[src/rtl/lfsr_pkg.sv]
// Shared types and the LFSR step function for the 6-bit sequencer.
package lfsr_pkg;

    localparam int LFSR_W = 6;

    typedef enum logic [1:0] {
        OP_LOAD  = 2'b00,
        OP_RUN   = 2'b01,
        OP_MEAS  = 2'b10,
        OP_CLEAR = 2'b11
    } op_e;

    typedef enum logic [1:0] {
        IDLE = 2'b00,
        RUN  = 2'b01,
        MEAS = 2'b10
    } fsm_e;

    // Maximal-length 6-bit sequence: every nonzero state recurs after 63 steps.
    function automatic logic [LFSR_W-1:0] lfsr_next(input logic [LFSR_W-1:0] s);
        return {s[4:0], s[5] ^ s[0]};
    endfunction

endpackage

[src/rtl/lfsr6_core.sv]
// 6-bit LFSR state register; a load always wins over a step in the same cycle.
module lfsr6_core
    import lfsr_pkg::*;
#(
    parameter logic [LFSR_W-1:0] RST_SEED = 6'h01
) (
    input  logic              clk,
    input  logic              rst,
    input  logic              load,
    input  logic [LFSR_W-1:0] seed,
    input  logic              step,
    output logic [LFSR_W-1:0] state
);

    logic [LFSR_W-1:0] r_state;

    // NOTE: clocked state uses non-blocking assignment so every register samples pre-edge values.
    always_ff @(posedge clk or posedge rst) begin
        if (rst) begin
            r_state <= RST_SEED;
        end else if (load) begin
            r_state <= seed;
        end else if (step) begin
            r_state <= lfsr_next(r_state);
        end
    end

    assign state = r_state;

endmodule

[src/rtl/lfsr_seq_ctrl.sv]
// Command sequencer around lfsr6_core: seed load/clear, counted valid/ready runs
// and period measurement.
module lfsr_seq_ctrl
    import lfsr_pkg::*;
#(
    parameter int                CNT_W    = 8,
    parameter logic [LFSR_W-1:0] RST_SEED = 6'h01
) (
    input  logic              clk,
    input  logic              rst,
    input  logic              cmd_valid,
    output logic              cmd_ready,
    input  logic [1:0]        cmd_op,
    input  logic [CNT_W-1:0]  cmd_arg,
    output logic              out_valid,
    input  logic              out_ready,
    output logic [LFSR_W-1:0] out_data,
    output logic              busy,
    output logic              done,
    output logic              err,
    output logic [CNT_W-1:0]  period
);

    localparam logic [CNT_W-1:0] CNT_ONE = CNT_W'(1);
    localparam logic [CNT_W-1:0] CNT_MAX = '1;

    fsm_e              r_fsm;
    logic [CNT_W-1:0]  r_cnt;
    logic [LFSR_W-1:0] r_start;
    logic              r_out_valid;
    logic              r_done;
    logic              r_err;
    logic [CNT_W-1:0]  r_period;
    logic              r_rdy_en;

    logic [LFSR_W-1:0] w_state;
    logic [LFSR_W-1:0] w_next;
    logic [LFSR_W-1:0] w_arg_seed;
    logic              w_seed_zero;
    logic              w_accept;
    logic              w_fire;
    logic              w_load;
    logic [LFSR_W-1:0] w_seed;
    logic              w_step;
    op_e               w_op;

    assign w_next      = lfsr_next(w_state);
    assign w_arg_seed  = cmd_arg[LFSR_W-1:0];
    assign w_seed_zero = (w_arg_seed == '0);
    assign w_op        = op_e'(cmd_op);
    assign w_accept    = cmd_valid && cmd_ready;
    assign w_fire      = r_out_valid && out_ready;

    // NOTE: every output of this block gets a default first, so no latch is inferred.
    always_comb begin
        w_load = 1'b0;
        w_seed = RST_SEED;
        w_step = 1'b0;
        case (r_fsm)
            IDLE: begin
                if (w_accept && w_op == OP_LOAD && !w_seed_zero) begin
                    w_load = 1'b1;
                    w_seed = w_arg_seed;
                end else if (w_accept && w_op == OP_CLEAR) begin
                    w_load = 1'b1;
                end
            end
            RUN:     w_step = w_fire;
            MEAS:    w_step = 1'b1;
            default: w_step = 1'b0;
        endcase
    end

    lfsr6_core #(
        .RST_SEED (RST_SEED)
    ) u_core (
        .clk   (clk),
        .rst   (rst),
        .load  (w_load),
        .seed  (w_seed),
        .step  (w_step),
        .state (w_state)
    );

    always_ff @(posedge clk or posedge rst) begin
        if (rst) begin
            r_fsm       <= IDLE;
            r_cnt       <= '0;
            r_start     <= '0;
            r_out_valid <= 1'b0;
            r_done      <= 1'b0;
            r_err       <= 1'b0;
            r_period    <= '0;
            r_rdy_en    <= 1'b0;
        end else begin
            r_rdy_en <= 1'b1;
            r_done   <= 1'b0;
            r_err    <= 1'b0;
            case (r_fsm)
                IDLE: begin
                    if (w_accept) begin
                        case (w_op)
                            OP_LOAD: begin
                                r_done <= 1'b1;
                                r_err  <= w_seed_zero;
                            end
                            OP_CLEAR: begin
                                r_period <= '0;
                                r_done   <= 1'b1;
                            end
                            OP_RUN: begin
                                if (cmd_arg == '0) begin
                                    r_done <= 1'b1;
                                end else begin
                                    r_fsm       <= RUN;
                                    r_out_valid <= 1'b1;
                                    r_cnt       <= cmd_arg;
                                end
                            end
                            default: begin
                                r_start <= w_state;
                                r_cnt   <= '0;
                                r_fsm   <= MEAS;
                            end
                        endcase
                    end
                end
                RUN: begin
                    if (w_fire) begin
                        r_cnt <= r_cnt - CNT_ONE;
                        if (r_cnt == CNT_ONE) begin
                            r_out_valid <= 1'b0;
                            r_done      <= 1'b1;
                            r_fsm       <= IDLE;
                        end
                    end
                end
                MEAS: begin
                    // The state register steps this cycle; compare its next value to the start.
                    if (w_next == r_start) begin
                        r_period <= r_cnt + CNT_ONE;
                        r_done   <= 1'b1;
                        r_fsm    <= IDLE;
                    end else if (r_cnt == CNT_MAX) begin
                        r_period <= CNT_MAX;
                        r_err    <= 1'b1;
                        r_done   <= 1'b1;
                        r_fsm    <= IDLE;
                    end else begin
                        r_cnt <= r_cnt + CNT_ONE;
                    end
                end
                default: r_fsm <= IDLE;
            endcase
        end
    end

    assign cmd_ready = r_rdy_en && (r_fsm == IDLE);
    assign busy      = (r_fsm != IDLE);
    assign out_valid = r_out_valid;
    assign out_data  = w_state;
    assign done      = r_done;
    assign err       = r_err;
    assign period    = r_period;

endmodule
[config.mk]
export PLATFORM = sky130hd
export DESIGN_NAME = lfsr_seq_ctrl
export DESIGN_NICKNAME = d
export VERILOG_FILES = /design/src/rtl/lfsr_pkg.sv /design/src/rtl/lfsr6_core.sv /design/src/rtl/lfsr_seq_ctrl.sv
export SDC_FILE = /design/constraint.sdc
export NUM_CORES = 1
export LEC_CHECK = 0
export CAP_MARGIN = 20
export CORE_ASPECT_RATIO = 0.75
export CORE_MARGIN = 4
export CORE_UTILIZATION = 50
export CTS_BUF_LIST = sky130_fd_sc_hd__clkbuf_16
export CTS_CLUSTER_DIAMETER = 30
export DETAILED_ROUTE_END_ITERATION = 10
export DONT_BUFFER_PORTS = 1
export PLACE_DENSITY = 0.74
export SYNTH_ARGS = -nofsm -noshare
export SYNTH_HDL_FRONTEND = slang
export SYNTH_HIERARCHICAL = 1
export SYNTH_SLANG_ARGS = --single-unit
[constraint.sdc]
create_clock -name clk -period 2.7 [get_ports clk]
set_input_delay 0.54 -clock clk [delete_from_list [all_inputs] [get_ports clk]]
set_output_delay 0.54 -clock clk [all_outputs]
set_load 0.02 [all_outputs]
==> insert_results.sql, run 1 <==
INSERT INTO impl_metrics (metric_group, metric, value, unit) VALUES
('run_status', 'run_status', 'finished clean', ''),
('pwr', 'power_per_cell_area', '1210', 'nW/um^2'),
('sta', 'total_negative_slack_for_setup_checks', '0', 'ps'),
('sta', 'timing.final.hold_violations', '0', ''),
('sta', 'finalWorstSetupSlack', '206', 'ps'),
('sta', 'finClkSkew', '5.18', 'ps'),
('clock_tree', 'tritoncts_num_sinks', '34', ''),
('sta', 'setup_repair_after_global_routing_missed_its_margin', 'false', ''),
('drt', 'drc', '0', ''),
('synthesis', 'synth.net_count', '274', ''),
('place', 'port-buffer-count', '0', ''),
('sta', 'period_needed', '2490', 'ps'),
('clock_tree', 'cts_resized', '0', ''),
('place', 'dp.final_hpwl', '4200', 'um'),
('sta', 'worst_pin_slew', '591', 'ps'),
('cells_and_area', 'layout-area-overhead-vs-synth', '10.5', '%'),
('cells_and_area', 'final_core_util', '57.1', '%'),
('worst_setup_path', 'worstSetupPathType', 'reg -> reg', ''),
('grt', 'grt_overflow_total', '0', ''),
('floorplan', 'design.die.area', '5750', 'sq um'),
('place', 'post-place-ws', '263', 'ps'),
('floorplan', 'std_cell_rows', '21', ''),
('clock_tree', 'cts_inserted_buffers', '5', ''),
('worst_setup_path', 'timing.critical_path.to_type', 'flip-flop', ''),
('synthesis', 'synth_ff_type', 'sky130_fd_sc_hd__dfrtp_1', ''),
('clock_tree', 'max-clock-path-buffers', '2', ''),
('min_path', 'hold_path_class', 'in -> async', ''),
('floorplan', 'die_height', '66.7', 'um'),
('drt', 'drt_wl_total', '5540', 'um'),
('worst_setup_path', 'r2r-end', 'r_cnt[3]', ''),
('clock_tree', 'worstSkewPairLatency', '280', 'ps'),
('synthesis', 'synth-seq-area-share', '37.1', '%'),
('worst_setup_path', 'r2r_cells', '7', ''),
('pwr', 'cellLeakagePower', '1.13', 'nW'),
('worst_setup_path', 'timing.critical_path.from_type', 'flip-flop', ''),
('cells_and_area', 'layout.cells.non_filler', '313', ''),
('grt', 'grt_antenna_before_repair', '0', ''),
('cells_and_area', 'post_route_cell_area', '2540', 'sq um'),
('floorplan', 'top_level_ports', '33', ''),
('worst_setup_path', 'largest_fanout_of_any_net_on_the_critical_path', '9', ''),
('synthesis', 'yosysWarningCount', '6', ''),
('synthesis', 'synthesis.instances', '248', ''),
('drt', 'detail_route.first_pass.iterations', '4', ''),
('sta', 'max_slew_headroom', '60.5', '%'),
('clock_tree', 'htree_num_levels', '2', ''),
('place', 'detailed_place.area', '2400', 'sq um'),
('synthesis', 'yosysUniqueCellTypes', '53', ''),
('clock_tree', 'tritoncts', 'built', ''),
('cells_and_area', 'final_nets', '281', ''),
('grt', 'vias_in_the_first_global_route', '1781', ''),
('worst_setup_path', 'timing.critical_path.required', '2850', 'ps'),
('drt', 'detailroute.via_count', '1901', ''),
('grt', 'grt_first_pass_wirelength', '9240', 'um'),
('sta', 'post-route-period-util', '92.4', '%'),
('grt', 'gr-usage-all-layers', '20.8', '%'),
('floorplan', 'core_outline_area', '4440', 'sq um'),
('synthesis', 'synth_edf_count', '0', ''),
('grt', 'grt_start_max_net_pins', '29', ''),
('place', 'place.gp.congestion', '0.921', ''),
('cells_and_area', 'post_route_cells_drive_above_1_share', '13.3', '%'),
('synthesis', 'ys_ff_latch', '34', ''),
('run', 'max_cap_violations', '0', ''),
('pwr', 'total_power', '3.06', 'mW'),
('worst_setup_path', 'critical_path.reg2reg.startpoint', 'r_cnt[0]', ''),
('clock_tree', 'post_cts.repair.setup_buffers', '0', ''),
('floorplan', 'initial_core_util', '51.7', '%'),
('sta', 'max_freq', '401', 'MHz'),
('synthesis', 'synth_area_per_cell', '9.25', 'sq um'),
('worst_setup_path', 'timing.reg2reg.setup_slack', '210', 'ps'),
('sta', 'report.final.setup_viol', '0', ''),
('synthesis', 'synth_area', '2290', 'sq um');
## worst max-delay path by stage
stage | from | to | slack (ps) | cells after the start
after global routing | r_cnt[0] | r_cnt[2] | 130 | 7
after global placement | r_cnt[0] | r_cnt[6] | 320 | 7
final | r_cnt[0] | r_cnt[3] | 210 | 7
after CTS | r_cnt[0] | r_cnt[3] | 220 | 7
after detailed placement | r_cnt[0] | r_cnt[3] | 260 | 7
after floorplan | r_cnt[0] | r_cnt[3] | 240 | 7
## sequential cells by signal, indices dropped and copies added, names as in the netlist
| register | flops |
|---|---|
| r_rdy_en | 1 |
| err | 1 |
| r_fsm | 2 |
| period | 8 |
| done | 1 |
| out_valid | 1 |
| u_core/state | 6 |
| r_start | 6 |
| r_cnt | 8 |
## worst max-delay path, cell delays in order, from the launching register on
cell and delay, ps:
sky130_fd_sc_hd__dfrtp_1 460, sky130_fd_sc_hd__ha_1 300, sky130_fd_sc_hd__and3_1 220, sky130_fd_sc_hd__nand4_1 120, sky130_fd_sc_hd__or4b_4 490, sky130_fd_sc_hd__a211oi_4 220, sky130_fd_sc_hd__buf_4 210, sky130_fd_sc_hd__mux2_2 340
## layout make-up
class                   instances  area, sq um
clock buffers                   5          125
repair buffers                 13         97.6
inverters                      12         45.0
flip-flops and latches         34          852
clock inverters                 3         12.5
well taps                      57         71.3
fillers                       403         1900
multi-input cells             189         1330
## power by group
part           total [mW]  internal [mW]  switching (mW)  leakage [nW]
sequential           1.04          0.716           0.320         0.436
combinational        1.50          0.685           0.811         0.624
clock               0.533          0.333           0.200        0.0724
total                3.06           1.73            1.33          1.13
## synth_stat cells (all sizes together) (2+ instances only)
cell | number | share of area [%]
xnor2 | 10 | 3.8
o221ai | 2 | 0.76
mux2 | 12 | 5.9
a221o | 3 | 1.3
clkbuf | 8 | 1.3
and3 | 11 | 3.0
a31oi | 6 | 1.6
nand4 | 3 | 0.82
a21o | 2 | 0.65
and2 | 3 | 0.82
nand2 | 29 | 4.7
nor2b | 2 | 0.55
nor3 | 3 | 0.65
nand3 | 9 | 2.0
nor2 | 13 | 2.1
a211oi | 2 | 1.2
a21oi | 9 | 2.0
ha | 12 | 6.5
o22ai | 2 | 0.55
buf | 5 | 1.5
a32o | 2 | 0.87
a22oi | 10 | 3.3
o21ai | 12 | 2.6
o31ai | 2 | 0.65
mux2i | 8 | 3.5
nor4 | 3 | 0.82
inv | 11 | 1.8
dfrtp | 33 | 36
a22o | 2 | 0.76
## cell usage in the layout (no fill, tap or decap), types with 5 or more instances in the layout
cell                        instances
sky130_fd_sc_hd__mux2_2            11
sky130_fd_sc_hd__nand2_1           29
sky130_fd_sc_hd__ha_1              12
sky130_fd_sc_hd__inv_1             12
sky130_fd_sc_hd__o21ai_0           11
sky130_fd_sc_hd__a22oi_1           10
sky130_fd_sc_hd__dfrtp_1           33
sky130_fd_sc_hd__nand3_1            9
sky130_fd_sc_hd__nor2_1            13
sky130_fd_sc_hd__xnor2_1           10
sky130_fd_sc_hd__and3_1            11
sky130_fd_sc_hd__clkbuf_16          5
sky130_fd_sc_hd__a21oi_1            9
sky130_fd_sc_hd__mux2i_1            8
sky130_fd_sc_hd__buf_4             13
sky130_fd_sc_hd__a31oi_1            6
## kinds of logic (layout without fill, tap and decap cells)
logic type / Yosys count / after routing / share of synthesized area (%)
AND/OR/NAND/NOR: 82 / 82 / 17.9
AO/OA/AOI/OAI: 63 / 63 / 19.8
flip-flops: 34 / 34 / 37.1
buffers and inverters: 25 / 33 / 4.80
multiplexers: 20 / 20 / 9.38
adder cells (fa/ha/maj): 12 / 12 / 6.54
XOR/XNOR: 11 / 11 / 4.20
other: 1 / 1 / 0.163
## layer usage
layer  routed length (um)  global-route usage [%]  vias up
met4                   80                    5.45        0
met2                 2360                    30.2       78
met5                    0                       0        -
met3                  474                    6.67        9
met1                 2630                    29.6      890
li1                     -                       -      924
Note: power is estimated with default switching activity, not from simulation.
==> inputs of run 2 (changes only) <==
--- a/config.mk
+++ b/config.mk
@@ -14,6 +14,7 @@
 export DETAILED_ROUTE_END_ITERATION = 10
 export DONT_BUFFER_PORTS = 1
 export PLACE_DENSITY = 0.74
+export SKIP_CTS_REPAIR_TIMING = 1
 export SYNTH_ARGS = -nofsm -noshare
 export SYNTH_HDL_FRONTEND = slang
 export SYNTH_HIERARCHICAL = 1
==> results of run 2 <==
No change in the layout: final DEF, timing and power equal those of run 1.
==> inputs of run 3 (changes only) <==
--- a/config.mk
+++ b/config.mk
@@ -13,7 +13,6 @@
 export CTS_CLUSTER_DIAMETER = 30
 export DETAILED_ROUTE_END_ITERATION = 10
 export DONT_BUFFER_PORTS = 1
-export PLACE_DENSITY = 0.74
 export SKIP_CTS_REPAIR_TIMING = 1
 export SYNTH_ARGS = -nofsm -noshare
 export SYNTH_HDL_FRONTEND = slang
==> insert_results.sql, run 3 (synthesis gave the netlist of run 1 again) <==
INSERT INTO impl_metrics (metric_group, metric, value, unit) VALUES
('clock_tree', 'htree_num_levels', '2', ''),
('drt', 'drc', '0', ''),
('pwr', 'switching_share', '43.9', '%'),
('sta', 'worst_pin_slew', '597', 'ps'),
('drt', 'detail_route.first_pass.iterations', '5', ''),
('drt', 'drt_iter0_markers', '144', ''),
('cells_and_area', 'layout.cells.non_filler', '315', ''),
('cells_and_area', 'n_antenna_cell', '0', ''),
('cells_and_area', 'mostFrequentLayoutCells', '33 x sky130_fd_sc_hd__dfrtp_1, 29 x sky130_fd_sc_hd__nand2_1, 14 x sky130_fd_sc_hd__buf_4', ''),
('worst_setup_path', 'timing.critical_path.from_type', 'flip-flop', ''),
('sta', 'period_needed', '2540', 'ps'),
('sta', 'finClkSkew', '5.56', 'ps'),
('floorplan', 'die_w', '86.2', 'um'),
('clock_tree', 'tritoncts_num_sinks', '34', ''),
('worst_setup_path', 'timing.critical_path.to_type', 'flip-flop', ''),
('pwr', 'pwr-share-seq', '32.7', '%'),
('clock_tree', 'cts_inserted_buffers', '5', ''),
('cells_and_area', 'post_route_cell_area', '2550', 'sq um'),
('drt', 'final_antenna_net_count', '0', ''),
('grt', 'vias_in_the_first_global_route', '1886', ''),
('pwr', 'p_clk_share', '17.0', '%'),
('clock_tree', 'tritoncts', 'built', ''),
('sta', 'post-route-period-util', '94.0', '%'),
('run', 'max_cap_violations', '0', ''),
('worst_setup_path', 'timing.critical_path.required', '2860', 'ps'),
('pwr', 'netSwitchingPower', '1.37', 'mW'),
('sta', 'timing.final.hold_violations', '0', ''),
('worst_setup_path', 'critical_path_arrival', '2690', 'ps'),
('min_path', 'hold_path_class', 'in -> async', ''),
('floorplan', 'core_outline_area', '4440', 'sq um'),
('sta', 'setup_repair_after_global_routing_missed_its_margin', 'false', ''),
('drt', 'drt_wl_total', '5980', 'um'),
('place', 'post-place-ws', '206', 'ps'),
('cells_and_area', 'layout-area-overhead-vs-synth', '11.2', '%'),
('cells_and_area', 'layout.area.seq', '852', 'sq um'),
('place', 'place.gp.congestion', '0.885', ''),
('worst_setup_path', 'timing.reg2reg.setup_slack', '160', 'ps'),
('clock_tree', 'max-clock-path-buffers', '2', ''),
('cells_and_area', 'fillerInstances', '397', ''),
('grt', 'gr-usage-all-layers', '22.7', '%'),
('run_status', 'run_status', 'finished clean', ''),
('sta', 'max_slew_headroom', '60.1', '%'),
('cells_and_area', 'post_route_cells_drive_above_1_share', '14.0', '%'),
('sta', 'max_freq', '394', 'MHz'),
('pwr', 'combPwrFrac', '50.3', '%'),
('grt', 'grt_first_pass_wirelength', '9980', 'um'),
('worst_setup_path', 'worstSetupPathType', 'reg -> reg', ''),
('place', 'placedCellCount', '306', ''),
('sta', 'report.final.setup_viol', '0', ''),
('cells_and_area', 'final_common_cell', 'sky130_fd_sc_hd__dfrtp_1', ''),
('place', 'dp.final_hpwl', '4470', 'um'),
('pwr', 'p_int', '1.75', 'mW'),
('sta', 'total_negative_slack_for_setup_checks', '0', 'ps'),
('cells_and_area', 'final_nets', '283', ''),
('drt', 'vias_per_cell', '6.33', ''),
('grt', 'grt_overflow_total', '0', ''),
('clock_tree', 'clk_root_buf', 'sky130_fd_sc_hd__clkbuf_16', ''),
('drt', 'detail_route.wl_per_cell', '19.0', 'um'),
('floorplan', 'die_height', '66.7', 'um'),
('cells_and_area', 'multi_input_logic_area', '1330', 'sq um'),
('clock_tree', 'worstSkewPairLatency', '280', 'ps'),
('pwr', 'ir_drop', '0.606', 'mV'),
('floorplan', 'initial_core_util', '51.7', '%'),
('sta', 'finalWorstSetupSlack', '163', 'ps'),
('clock_tree', 'clkSlewWorstSetupHoldPaths', '50', 'ps'),
('drt', 'detailroute.via_count', '1995', ''),
('grt', 'grt_antenna_before_repair', '0', ''),
('floorplan', 'std_cell_rows', '21', ''),
('grt', 'grt_start_max_net_pins', '29', ''),
('pwr', 'power_per_cell_area', '1220', 'nW/um^2'),
('pwr', 'cellLeakagePower', '1.14', 'nW'),
('sta', 'slew_violations', '0', ''),
('place', 'detailed_place.area', '2410', 'sq um'),
('place', 'port-buffer-count', '0', ''),
('floorplan', 'design.die.area', '5750', 'sq um'),
('floorplan', 'top_level_ports', '33', ''),
('worst_setup_path', 'largest_fanout_of_any_net_on_the_critical_path', '7', '');
-- run 3: changes by cell type in the layout (fill, tap and decap cells not counted) --
cell	change
sky130_fd_sc_hd__buf_4	+1
sky130_fd_sc_hd__clkbuf_4	+1
-- run 3: through the flow --
stage	utilization, %	power, mW	hold WS [ps]
2_1_floorplan	-	2.14	330
3_3_place_gp	54.2	2.55	369
3_5_place_dp	54.2	2.56	366
4_1_cts	57.3	3.11	68.9
5_1_grt	57.5	3.35	71.9
6_report	57.5	3.12	64.2
-- run 3: per-layer routing --
metal	share of wire (%)	GRT usage [%]	wire [um]	vias to the layer above
met1	48	33.5	2870	947
met3	9.3	6.30	556	14
met5	0	0	0	-
met4	1.6	6.23	98	0
li1	-	-	-	932
met2	41	32.1	2450	102
-- run 3: path summary, 6_finish.rpt --
| check | startpoint | end | depth (start not counted) |
|---|---|---|---|
| max in group asynchronous | rst | period[1] | 2 |
| worst min register to register | r_start[2] | r_start[2] | 1 |
| min in group clk | cmd_arg[1] | r_cnt[1] | 2 |
| worst max-delay path | r_cnt[1] | r_cnt[4] | 6 |
| worst min-delay path | rst | u_core/state[3] | 1 |
| worst max register to register | r_cnt[1] | r_cnt[4] | 6 |
-- run 3: layout make-up --
cell class | instances | area share (%)
multi-input combinational | 189 | 52.2
sequential | 34 | 33.4
clock buffer | 5 | 4.90
timing repair buffer | 15 | 4.41
tap | 57 | 2.80
inverter | 12 | 1.77
clock inverter | 3 | 0.490
-- run 3: critical path, stage by stage (launching register included) --
cell and delay (ps):
sky130_fd_sc_hd__dfrtp_1 440, sky130_fd_sc_hd__ha_1 270, sky130_fd_sc_hd__and3_1 240, sky130_fd_sc_hd__nand4_1 120
sky130_fd_sc_hd__or4b_4 480, sky130_fd_sc_hd__a211oi_4 470, sky130_fd_sc_hd__mux2_2 390
-- run 3: power groups by stage --
stage / registers [mW] / clock network (mW) / logic, mW
after global routing: 1.06 / 0.566 / 1.73
after global placement: 1.02 / 0 / 1.53
after floorplan: 0.982 / 0 / 1.16
after detailed placement: 1.03 / 0 / 1.53
after CTS: 1.03 / 0.544 / 1.54
final: 1.02 / 0.529 / 1.57
